**src/rtl/cv32e40p_ldm_responder.sv**
```systemverilog
`default_nettype none
// ============================================================================
// Module   : cv32e40p_ldm_responder
// Purpose  : Alarm responder for the loop-detection monitor. Converts the
//            detector's alarm level into a registered interrupt request,
//            tracks the acknowledge / handler-done handshake with a timeout
//            on each phase, and escalates to a sticky lockdown on repeated
//            alarms or a missing/stuck handler. Only reset leaves lockdown.
// Ports    : clk            - clock, rising edge
//            rst_n          - asynchronous active-low reset
//            alarm_i        - alarm level from the detector
//            irq_ack_i      - one-cycle pulse, core took the interrupt
//            handler_done_i - one-cycle pulse, recovery handler finished
//            irq_o          - interrupt request (registered)
//            handling_o     - handler running
//            lockdown_o     - sticky escalation, core must halt fetch
//            alarm_count_o  - alarms accepted since reset (saturating)
// Revision : 1.0 - initial release
// ============================================================================
module cv32e40p_ldm_responder #(
  parameter int ACK_TIMEOUT     = 64,
  parameter int HANDLER_TIMEOUT = 1024,
  parameter int MAX_ALARMS      = 3
) (
  input  logic                              clk,
  input  logic                              rst_n,
  input  logic                              alarm_i,
  input  logic                              irq_ack_i,
  input  logic                              handler_done_i,
  output logic                              irq_o,
  output logic                              handling_o,
  output logic                              lockdown_o,
  output logic [$clog2(MAX_ALARMS+1)-1:0]   alarm_count_o
);

  localparam int c_timer_max = (ACK_TIMEOUT > HANDLER_TIMEOUT) ? ACK_TIMEOUT : HANDLER_TIMEOUT;
  // A zero-cycle timeout still needs a one-bit timer to hold the value 0.
  localparam int c_timer_w   = (c_timer_max > 0) ? $clog2(c_timer_max + 1) : 1;
  localparam int c_count_w   = $clog2(MAX_ALARMS + 1);

  localparam logic [c_timer_w-1:0] c_ack_load = c_timer_w'(ACK_TIMEOUT);
  localparam logic [c_timer_w-1:0] c_hdl_load = c_timer_w'(HANDLER_TIMEOUT);
  localparam logic [c_count_w-1:0] c_max_cnt  = c_count_w'(MAX_ALARMS);

  typedef enum logic [2:0] {
    ST_IDLE   = 3'd0,
    ST_REQ    = 3'd1,
    ST_HANDLE = 3'd2,
    ST_REARM  = 3'd3,
    ST_LOCK   = 3'd4
  } state_e;

  state_e                 state_q, state_d;
  logic [c_timer_w-1:0]   timer_q, timer_d;
  logic [c_count_w-1:0]   count_q, count_d;
  logic [c_count_w-1:0]   count_inc;
  logic                   irq_q, handling_q, lockdown_q;

  // Count can never be at MAX_ALARMS while in IDLE (reaching it locks),
  // so the increment below cannot overflow the counter width.
  assign count_inc = count_q + 1'b1;

  always_comb begin
    state_d = state_q;
    timer_d = timer_q;
    count_d = count_q;
    case (state_q)
      ST_IDLE: begin
        if (alarm_i) begin
          if (count_q != c_max_cnt) begin
            count_d = count_inc;
          end
          if (count_inc == c_max_cnt) begin
            state_d = ST_LOCK;
          end else begin
            state_d = ST_REQ;
            timer_d = c_ack_load;
          end
        end
      end
      ST_REQ: begin
        // Acknowledge has priority over the expiring timer.
        if (irq_ack_i) begin
          state_d = ST_HANDLE;
          timer_d = c_hdl_load;
        end else if (timer_q == '0) begin
          state_d = ST_LOCK;
        end else begin
          timer_d = timer_q - 1'b1;
        end
      end
      ST_HANDLE: begin
        // Completion has priority over the expiring timer.
        if (handler_done_i) begin
          state_d = ST_REARM;
        end else if (timer_q == '0) begin
          state_d = ST_LOCK;
        end else begin
          timer_d = timer_q - 1'b1;
        end
      end
      ST_REARM: begin
        // Wait for the alarm level to drop so one alarm is counted once.
        if (!alarm_i) begin
          state_d = ST_IDLE;
        end
      end
      ST_LOCK: begin
        state_d = ST_LOCK;
      end
      default: begin
        state_d = ST_LOCK;
      end
    endcase
  end

  // Outputs are registered from the next state so they align with state_q.
  always_ff @(posedge clk or negedge rst_n) begin
    if (!rst_n) begin
      state_q    <= ST_IDLE;
      timer_q    <= '0;
      count_q    <= '0;
      irq_q      <= 1'b0;
      handling_q <= 1'b0;
      lockdown_q <= 1'b0;
    end else begin
      state_q    <= state_d;
      timer_q    <= timer_d;
      count_q    <= count_d;
      irq_q      <= (state_d == ST_REQ);
      handling_q <= (state_d == ST_HANDLE);
      lockdown_q <= (state_d == ST_LOCK);
    end
  end

  assign irq_o         = irq_q;
  assign handling_o    = handling_q;
  assign lockdown_o    = lockdown_q;
  assign alarm_count_o = count_q;

endmodule
`default_nettype wire
```
**config.mk**
```make
export PLATFORM = sky130hd
export DESIGN_NAME = cv32e40p_ldm_responder
export DESIGN_NICKNAME = d
export VERILOG_FILES = /design/src/rtl/cv32e40p_ldm_responder.sv
export SDC_FILE = /design/constraint.sdc
export NUM_CORES = 1
export LEC_CHECK = 0
export CORE_MARGIN = 8
export CORE_UTILIZATION = 50
export CTS_BUF_LIST = sky130_fd_sc_hd__clkbuf_4
export CTS_CLUSTER_DIAMETER = 30
export CTS_CLUSTER_SIZE = 40
export DETAILED_ROUTE_END_ITERATION = 6
export PLACE_DENSITY_LB_ADDON = 0.12
export SKIP_CTS_REPAIR_TIMING = 1
export SLEW_MARGIN = 20
export SYNTH_ARGS = -nofsm -noshare
export SYNTH_HDL_FRONTEND = slang
export SYNTH_SLANG_ARGS = --single-unit
```
**constraint.sdc**
```tcl
create_clock -name clk -period 4.67 [get_ports clk]
set_input_delay 0.467 -clock clk [delete_from_list [all_inputs] [get_ports clk]]
set_output_delay 0.467 -clock clk [all_outputs]
set_load 0.01 [all_outputs]
```
# Yosys cells after proc, flatten, opt, wreduce, memory -nomap -nowiden
# Cells that the tools add are included.
dict set report word_totals {
  reg_bits 19
  inputBits 5
  output_inout_bits 5
  word_cells 37
}
dict set report classes {
  addsub 2
  n_eq_ne 11
  mux 13
  n_reduce_logical 5
}
# op count
set ops {}
lappend ops {{2-to-1 mux 11 bit} 5}
lappend ops {{one-hot mux 11 bit (3 select lines)} 1}
lappend ops {{2-to-1 mux 3 bit} 6}
lappend ops {{one-hot mux 3 bit (4 select lines)} 1}
lappend ops {{logical NOT 11 bit} 1}
lappend ops {{subtractor 11 x 1 -> 11 bit (second input constant)} 1}
lappend ops {{equality test 3 x 2 -> 1 bit (second input constant)} 3}
lappend ops {{inequality test 2 bit (second input constant)} 4}
lappend ops {{equality test 3 x 1 -> 1 bit (second input constant)} 2}
lappend ops {{AND reduction 4 bit} 1}
lappend ops {{equality test 3 bit (second input constant)} 1}
lappend ops {{logical NOT 3 bit} 1}
lappend ops {{AND reduction 3 bit} 1}
lappend ops {{nonzero test 3 bit} 1}
lappend ops {{adder 2 x 1 -> 2 bit (second input constant)} 1}
lappend ops {{equality test 2 bit (second input constant)} 1}

# Logic depth before layout (Yosys ltp)
# Gate-level depths: netlist of run 1.
dict set report depth {
  depth_word 6
  ltp_mapped 8
  ltp_nobuf 7
}

# Worst setup path before layout of run 1
# OpenSTA, ideal clock, no wires.
dict set report synth_path {
  path_type {register -> register}
  start {register count_q[0] (netlist: alarm_count_o[0])}
  end {register timer_q[2]}
  setup_time_ns 0.120
  arrival_ns 1.797
  required_time_ns 4.550
  slack_ns 2.753
  stages_incl_launch_ff 7
  n_path_buf 0
  period_less_slack_ns 1.917
  cell_sequence {dfrtp_1 > inv_1 > ha_1 > or3b_2 > a21oi_1 > nor2_1 > a31o_2}
}
dict set report synth_via {
  elab_chain_cells 4
}
# element line_no
set synth_rtl {}
lappend synth_rtl {{start: declaration} 55} ;# logic [c_count_w-1:0] count_q, count_d;
lappend synth_rtl {{start signal: assignment} 129} ;# count_q <= count_d;
lappend synth_rtl {{adder 2 x 1 -> 2 bit} 61} ;# assign count_inc = count_q + 1'b1;
lappend synth_rtl {{via count_inc[0]} 56} ;# logic [c_count_w-1:0] count_inc;
lappend synth_rtl {{equality test 2 bit} 73} ;# if (count_inc == c_max_cnt) begin
lappend synth_rtl {{inequality test 2 bit (no line)} -}
lappend synth_rtl {{AND reduction 4 bit (no line)} -}
lappend synth_rtl {{end signal: assignment} 128} ;# timer_q <= timer_d;
lappend synth_rtl {{end: declaration} 54} ;# logic [c_timer_w-1:0] timer_q, timer_d;
# The timed path passes the listed nets, and every way through them passes these cells.
# A chain may end at the register's enable or synchronous reset.

# Worst setup path in the final report of run 1
dict set report layout_path {
  start {input port alarm_i}
  end {register timer_q[3]}
}
dict set report layout_via {
  elab_chain_cells 2
}
# element line_no
set layout_rtl {}
lappend layout_rtl {{start: declaration} 27} ;# input logic alarm_i,
lappend layout_rtl {{inequality test 2 bit (no line)} -}
lappend layout_rtl {{AND reduction 4 bit (no line)} -}
# No other way between the ends.

==> flow_metrics.tcl, run 1 <==
set metrics [dict create \
    wl_per_cell_um 13.4 \
    vias 895 \
    grt_max_degree 20 \
    grt_pass1_vias 851 \
    ys_types 39 \
    initial_utilization_pct 50.9 \
    critPathKind "in -> reg" \
    drt_drc_violations_left 0 \
    period_share_pct 45.4 \
    hold_viol 0 \
    ys_warn_count 0 \
    ant_nets 0 \
    yosys.area.top_type "dfrtp_1" \
    async_flop_share_pct 100 \
    grt_overflow 0 \
    cp-start-kind "primary input" \
    grt_setup_unrepaired "no" \
    worstPathRequired_ns 4.87 \
    rows 17 \
    layout-drive-gt1-share_pct 10.1 \
    tns_ns 0 \
    first_pass_iters 4 \
    cts.sinks 19 \
    syn_inst 119 \
    tritoncts "built" \
    setup_viol 0 \
    cts_max_path_buffers 2 \
    timing.slew.headroom_pct 43.9 \
    synth_area_mm2 0.00108 \
    synth_edf_count 0 \
    rr_startpoint "alarm_count_o[0]" \
    cp-startpoint "alarm_i" \
    n_antenna_cell 0 \
    cellPowerDensity_mw_per_mm2 463 \
    synth_top_cells_by_count "19 x dfrtp_1, 13 x o21ai_0, 9 x nor2_1" \
    dp_hpwl_mm 1.58 \
    irDropWorstVdd_mv 0.295 \
    fin_nets 138 \
    synth_flop_cell "dfrtp_1" \
    num_io_pins 10 \
    syn_nets 127 \
    antenna_found_initial 0 \
    die-area_mm2 0.00391 \
    outcome "finished clean" \
    place_congestion 0.846 \
    die_w_um 62.6 \
    max_freq_mhz 472 \
    yosysSeqAreaShare_pct 43.9 \
    avgViaCountPerCell 5.70 \
    max-cap-violations 0 \
    clk_pin_slew_worst_paths_ns 0.11 \
    h-tree-depth 1 \
    min_from "timer_q[9]" \
    hold_class "reg -> reg" \
    p_leak_nw 0.484 \
    grt_use_total_pct 11.7 \
    period_needed_ns 2.12 \
    slew_viol_final 0 \
    drt_wl_total_mm 2.10 \
    grt_pass1_wl_mm 3.82 \
    core-area_mm2 0.00213 \
    area_growth_syn_to_layout_pct 12.5 \
    chipHeight_um 62.6 \
    yosysMostFrequentCell "dfrtp_1" \
    cts_root_buffer "clkbuf_4" \
    synth-seq-cells 19 \
    place_area_mm2 0.00119 \
    cp.arrival_ns 2.31 \
    finClkSkew_ns 0.00108 \
    fin_area_mm2 0.00122 \
    cts_buffers 3 \
    tightest_slew_ns 0.838 \
    port_buffers 9 \
    worstSkewPairLatency_ns 0.29 \
    cp_max_fo 7 \
    netlist_top_cells_area "dfrtp_1 44%, o21ai_0 6.0%, a21oi_1 3.7%" \
    synth_top_area_share_pct 43.9 \
    postSynthAreaPerCell_um2 9.11 \
    dr.first_iter.drc_count 20 \
    n_fill_cell 205 \
    critPathCaptureType "flop" \
]
==> sequential cells by signal, summed over array words and instances (netlist names) <==
register,cells
timer_q,11
state_q,3
alarm_count_o,2
handling_o,1
irq_o,1
lockdown_o,1
==> logic make-up after synthesis <==
logic type | synth area share (%)
xor+xnor | 1.62
buf+inv | 4.27
flops | 43.9
simple gates | 23.3
fa+ha+maj | 3.46
mux | 0.924
compound gates | 22.5
==> placed cells by master (no fill, tap or decap), drive strengths merged, types with 4 or more instances in the layout <==
master,netlist,layout
clkbuf,1,4
inv,7,7
dfrtp,19,19
o21ai,13,13
a21oi,10,10
nand2,7,7
nand2b,4,4
nor3,4,4
nor2,9,9
clkdlybuf4s50,0,9
nand3,5,5
==> critical path, stage by stage <==
cell and delay [ns]:
clkdlybuf4s50_1 0.55, or3b_2 0.49, a21oi_1 0.46, nor2_1 0.09, a31o_2 0.25
==> worst paths after layout <==
path	to	slack, ns	cells past startpoint
max	timer_q[3]	2.55	5
max reg2reg	timer_q[3]	2.60	6
min	timer_q[9]	0.53	1
min reg2reg	timer_q[9]	0.53	1
min in group asynchronous	timer_q[9]	0.64	1
max in group asynchronous	state_q[0]	3.51	1
==> metal layers <==
metal  up-vias  wire (um)  global-route usage (%)
met5         -          0                       0
met4         0         16                    5.13
met3         2         57                    2.51
met2        12        951                    18.0
met1       425       1080                    15.2
li1        456          -                       -
==> where the power goes <==
part	total, mW	internal [mW]	switching (mW)	leakage, nW
Sequential	0.253	0.207	0.0456	0.240
Clock	0.0896	0.0390	0.0506	0.0184
Combinational	0.222	0.0993	0.123	0.226
==> final cells by class <==
cell class	count	area, um^2	share of cell area (%)
well taps	28	35.0	2.87
multi-input cells	90	562	46.1
flip-flops and latches	19	475	39.0
clock buffers	4	30.0	2.46
inverters	7	26.3	2.16
repair buffers	9	90.1	7.39
==> stage by stage <==
stage / worst slack (ns) / util (%) / power [mW] / hold slack (ns) / instances
2_1_floorplan: 2.75 / - / 0.412 / 0.171 / 119
3_3_place_gp: 2.27 / 55.9 / 0.472 / 0.494 / 153
3_5_place_dp: 2.24 / 55.9 / 0.479 / 0.512 / 153
4_1_cts: 2.56 / 57.3 / 0.568 / 0.531 / 157
5_1_grt: 2.45 / 57.3 / 0.615 / 0.562 / 157
6_report: 2.55 / 57.3 / 0.564 / 0.529 / 157
No activity file was read; power rests on OpenSTA's default activity.
==> run 2: changes to the inputs <==
clock period = 1.75 ns   (was 4.67 ns; I/O delays follow)
==> run 2 against run 1 <==
Cell area is 29% higher. Non-clock buffer count increased by 27. Via count is 21% higher. Clock skew is 0.0030 ns higher. Hold slack worse by 0.33 ns. Clock power grew to 2.6 times the previous value. Routed wire length up 35%. First-iteration DRC count up 100%. Setup slack worse by 2.5 ns. Critical path type is now reg -> reg. Largest cell class unchanged. Highest routed layer unchanged.
==> flow_metrics.tcl, run 2 (synthesis gave the netlist of run 1 again) <==
set metrics [dict create \
    critPathKind "reg -> reg" \
    p_leak_nw 0.642 \
    h-tree-depth 1 \
    dp_hpwl_mm 1.98 \
    period_share_pct 98.5 \
    power.total_mw 1.99 \
    hold_viol 0 \
    setup_viol 0 \
    critPathBufInv 3 \
    slew_viol_final 0 \
    regMostFlops "timer_q" \
    cp.arrival_ns 1.96 \
    n_antenna_cell 0 \
    chipHeight_um 62.6 \
    tightest_slew_ns 0.350 \
    clk_pin_slew_worst_paths_ns 0.11 \
    die_w_um 62.6 \
    worst_path_max_delay_cell "or3_1" \
    period_needed_ns 1.72 \
    fin_util_pct 73.9 \
    swShare_pct 39.2 \
    irDropWorstVdd_mv 1.14 \
    max_freq_mhz 580 \
    mostFrequentLayoutCells "26 x buf_4, 17 x dfrtp_1, 9 x o21ai_0, 9 x nor2_1, 9 x clkdlybuf4s50_1" \
    cp-startpoint "timer_q[1]" \
    vias 1079 \
    grt_overflow 0 \
    dr.first_iter.drc_count 40 \
    initial_utilization_pct 50.9 \
    clock_power_share_pct 11.8 \
    port_buffers 9 \
    cts.sinks 19 \
    cellPowerDensity_mw_per_mm2 1260 \
    r2r_slack_ns 0.03 \
    path_cells "inv_1 > ha_4 > nor3b_2 > buf_4 > nand3_4 > buf_6 > nand3_1 > or3_1 > a21oi_2" \
    crit_path_max_incr_delay_ns 0.39 \
    max-cap-violations 0 \
    pwr-share-seq_pct 33.7 \
    grt_use_total_pct 13.3 \
    cp-start-kind "flop" \
    reg2reg_to "timer_q[5]" \
    wl_met2_mm 1.41 \
    worstSkewPairLatency_ns 0.29 \
    worstPathRequired_ns 1.98 \
    core-area_mm2 0.00213 \
    layoutNonFillerInstCount 185 \
    crit_end "timer_q[5]" \
    hold_class "in -> async" \
    num_io_pins 10 \
    rows 17 \
    drt-met1-wl_mm 1.27 \
    first_pass_iters 4 \
    highest_layer "met4" \
    comb_power_share_pct 54.5 \
    drt_drc_violations_left 0 \
    cp_max_fo 4 \
    cpLargestDelayFamily "simple AND/OR/NAND/NOR gates" \
    tritoncts "built" \
    p_int_mw 1.21 \
    critPathCaptureType "flop" \
    outcome "finished clean" \
    area_growth_syn_to_layout_pct 45.2 \
    drt_wl_total_mm 2.84 \
    cts_buffers 3 \
    avgViaCountPerCell 5.83 \
    die-area_mm2 0.00391 \
    fin_nets 166 \
    cts_root_buffer "clkbuf_4" \
    grt_setup_unrepaired "yes" \
    finClkSkew_ns 0.00411 \
    largest_reg_flops 11 \
    final_common_cell "buf_4" \
    timing.slew.headroom_pct 76.4 \
    cts_max_path_buffers 2 \
    r2r_cells 9 \
    wl_met3_um 103 \
    wl_per_cell_um 15.4 \
    dp_cells 179 \
    grt_max_degree 20 \
    grt_pass1_vias 980 \
    grt_pass1_wl_mm 4.31 \
    ant_nets 0 \
    rr_startpoint "timer_q[1]" \
    worst-path-stages 9 \
    p_sw_uw 780 \
    antenna_found_initial 0 \
    place_congestion 0.898 \
    layout-drive-gt1-share_pct 38.9 \
]
[run 2: how the worst min path moves through the flow]
stage               startpoint          endpoint  slack, ns  depth (start not counted)
floorplan                rst_n  alarm_count_o[0]      -0.12                          0
global placement    timer_q[9]        timer_q[9]       0.50                          1
detailed placement  timer_q[9]        timer_q[9]       0.51                          1
CTS                      rst_n        timer_q[9]       0.20                          2
global route             rst_n        timer_q[8]       0.22                          2
finish                   rst_n        timer_q[9]       0.20                          2
[run 2: cell type report]
class | instances | area (um^2)
flip-flops and latches | 19 | 478
fillers | 157 | 554
well taps | 28 | 35.0
repair buffers | 36 | 297
clock buffers | 4 | 30.0
multi-input cells | 91 | 707
inverters | 7 | 26.3
[run 2: metal layers]
layer | up-vias | track usage [%]
met1 | 535 | 16.5
met3 | 8 | 3.05
met5 | - | 0
li1 | 514 | -
met2 | 22 | 22.0
met4 | 0 | 4.27
[run 2: through the flow]
stage	TNS (ns)	hold WS (ns)	setup slack, ns	area, um^2
after floorplan	0	-0.121	0.000504	1110
after global placement	-0.519	0.501	-0.153	1400
final	0	0.201	0.0254	1570
after global routing	-0.0400	0.219	-0.0385	1570
after detailed placement	-0.628	0.510	-0.156	1400
after CTS	-0.586	0.202	-0.153	1430
[run 2: power by group through the flow]
stage,Combinational [mW],Sequential (mW),Clock [mW]
2_1_floorplan,0.445,0.670,0
3_3_place_gp,0.874,0.645,0
3_5_place_dp,0.905,0.653,0
4_1_cts,0.906,0.645,0.249
5_1_grt,1.20,0.684,0.265
6_report,1.08,0.671,0.235
==> run 3: changes to the inputs <==
CTS_CLUSTER_DIAMETER = 40   (was 30)
==> results of run 3 <==
Final layout, timing and power as in run 2 (identical DEF).
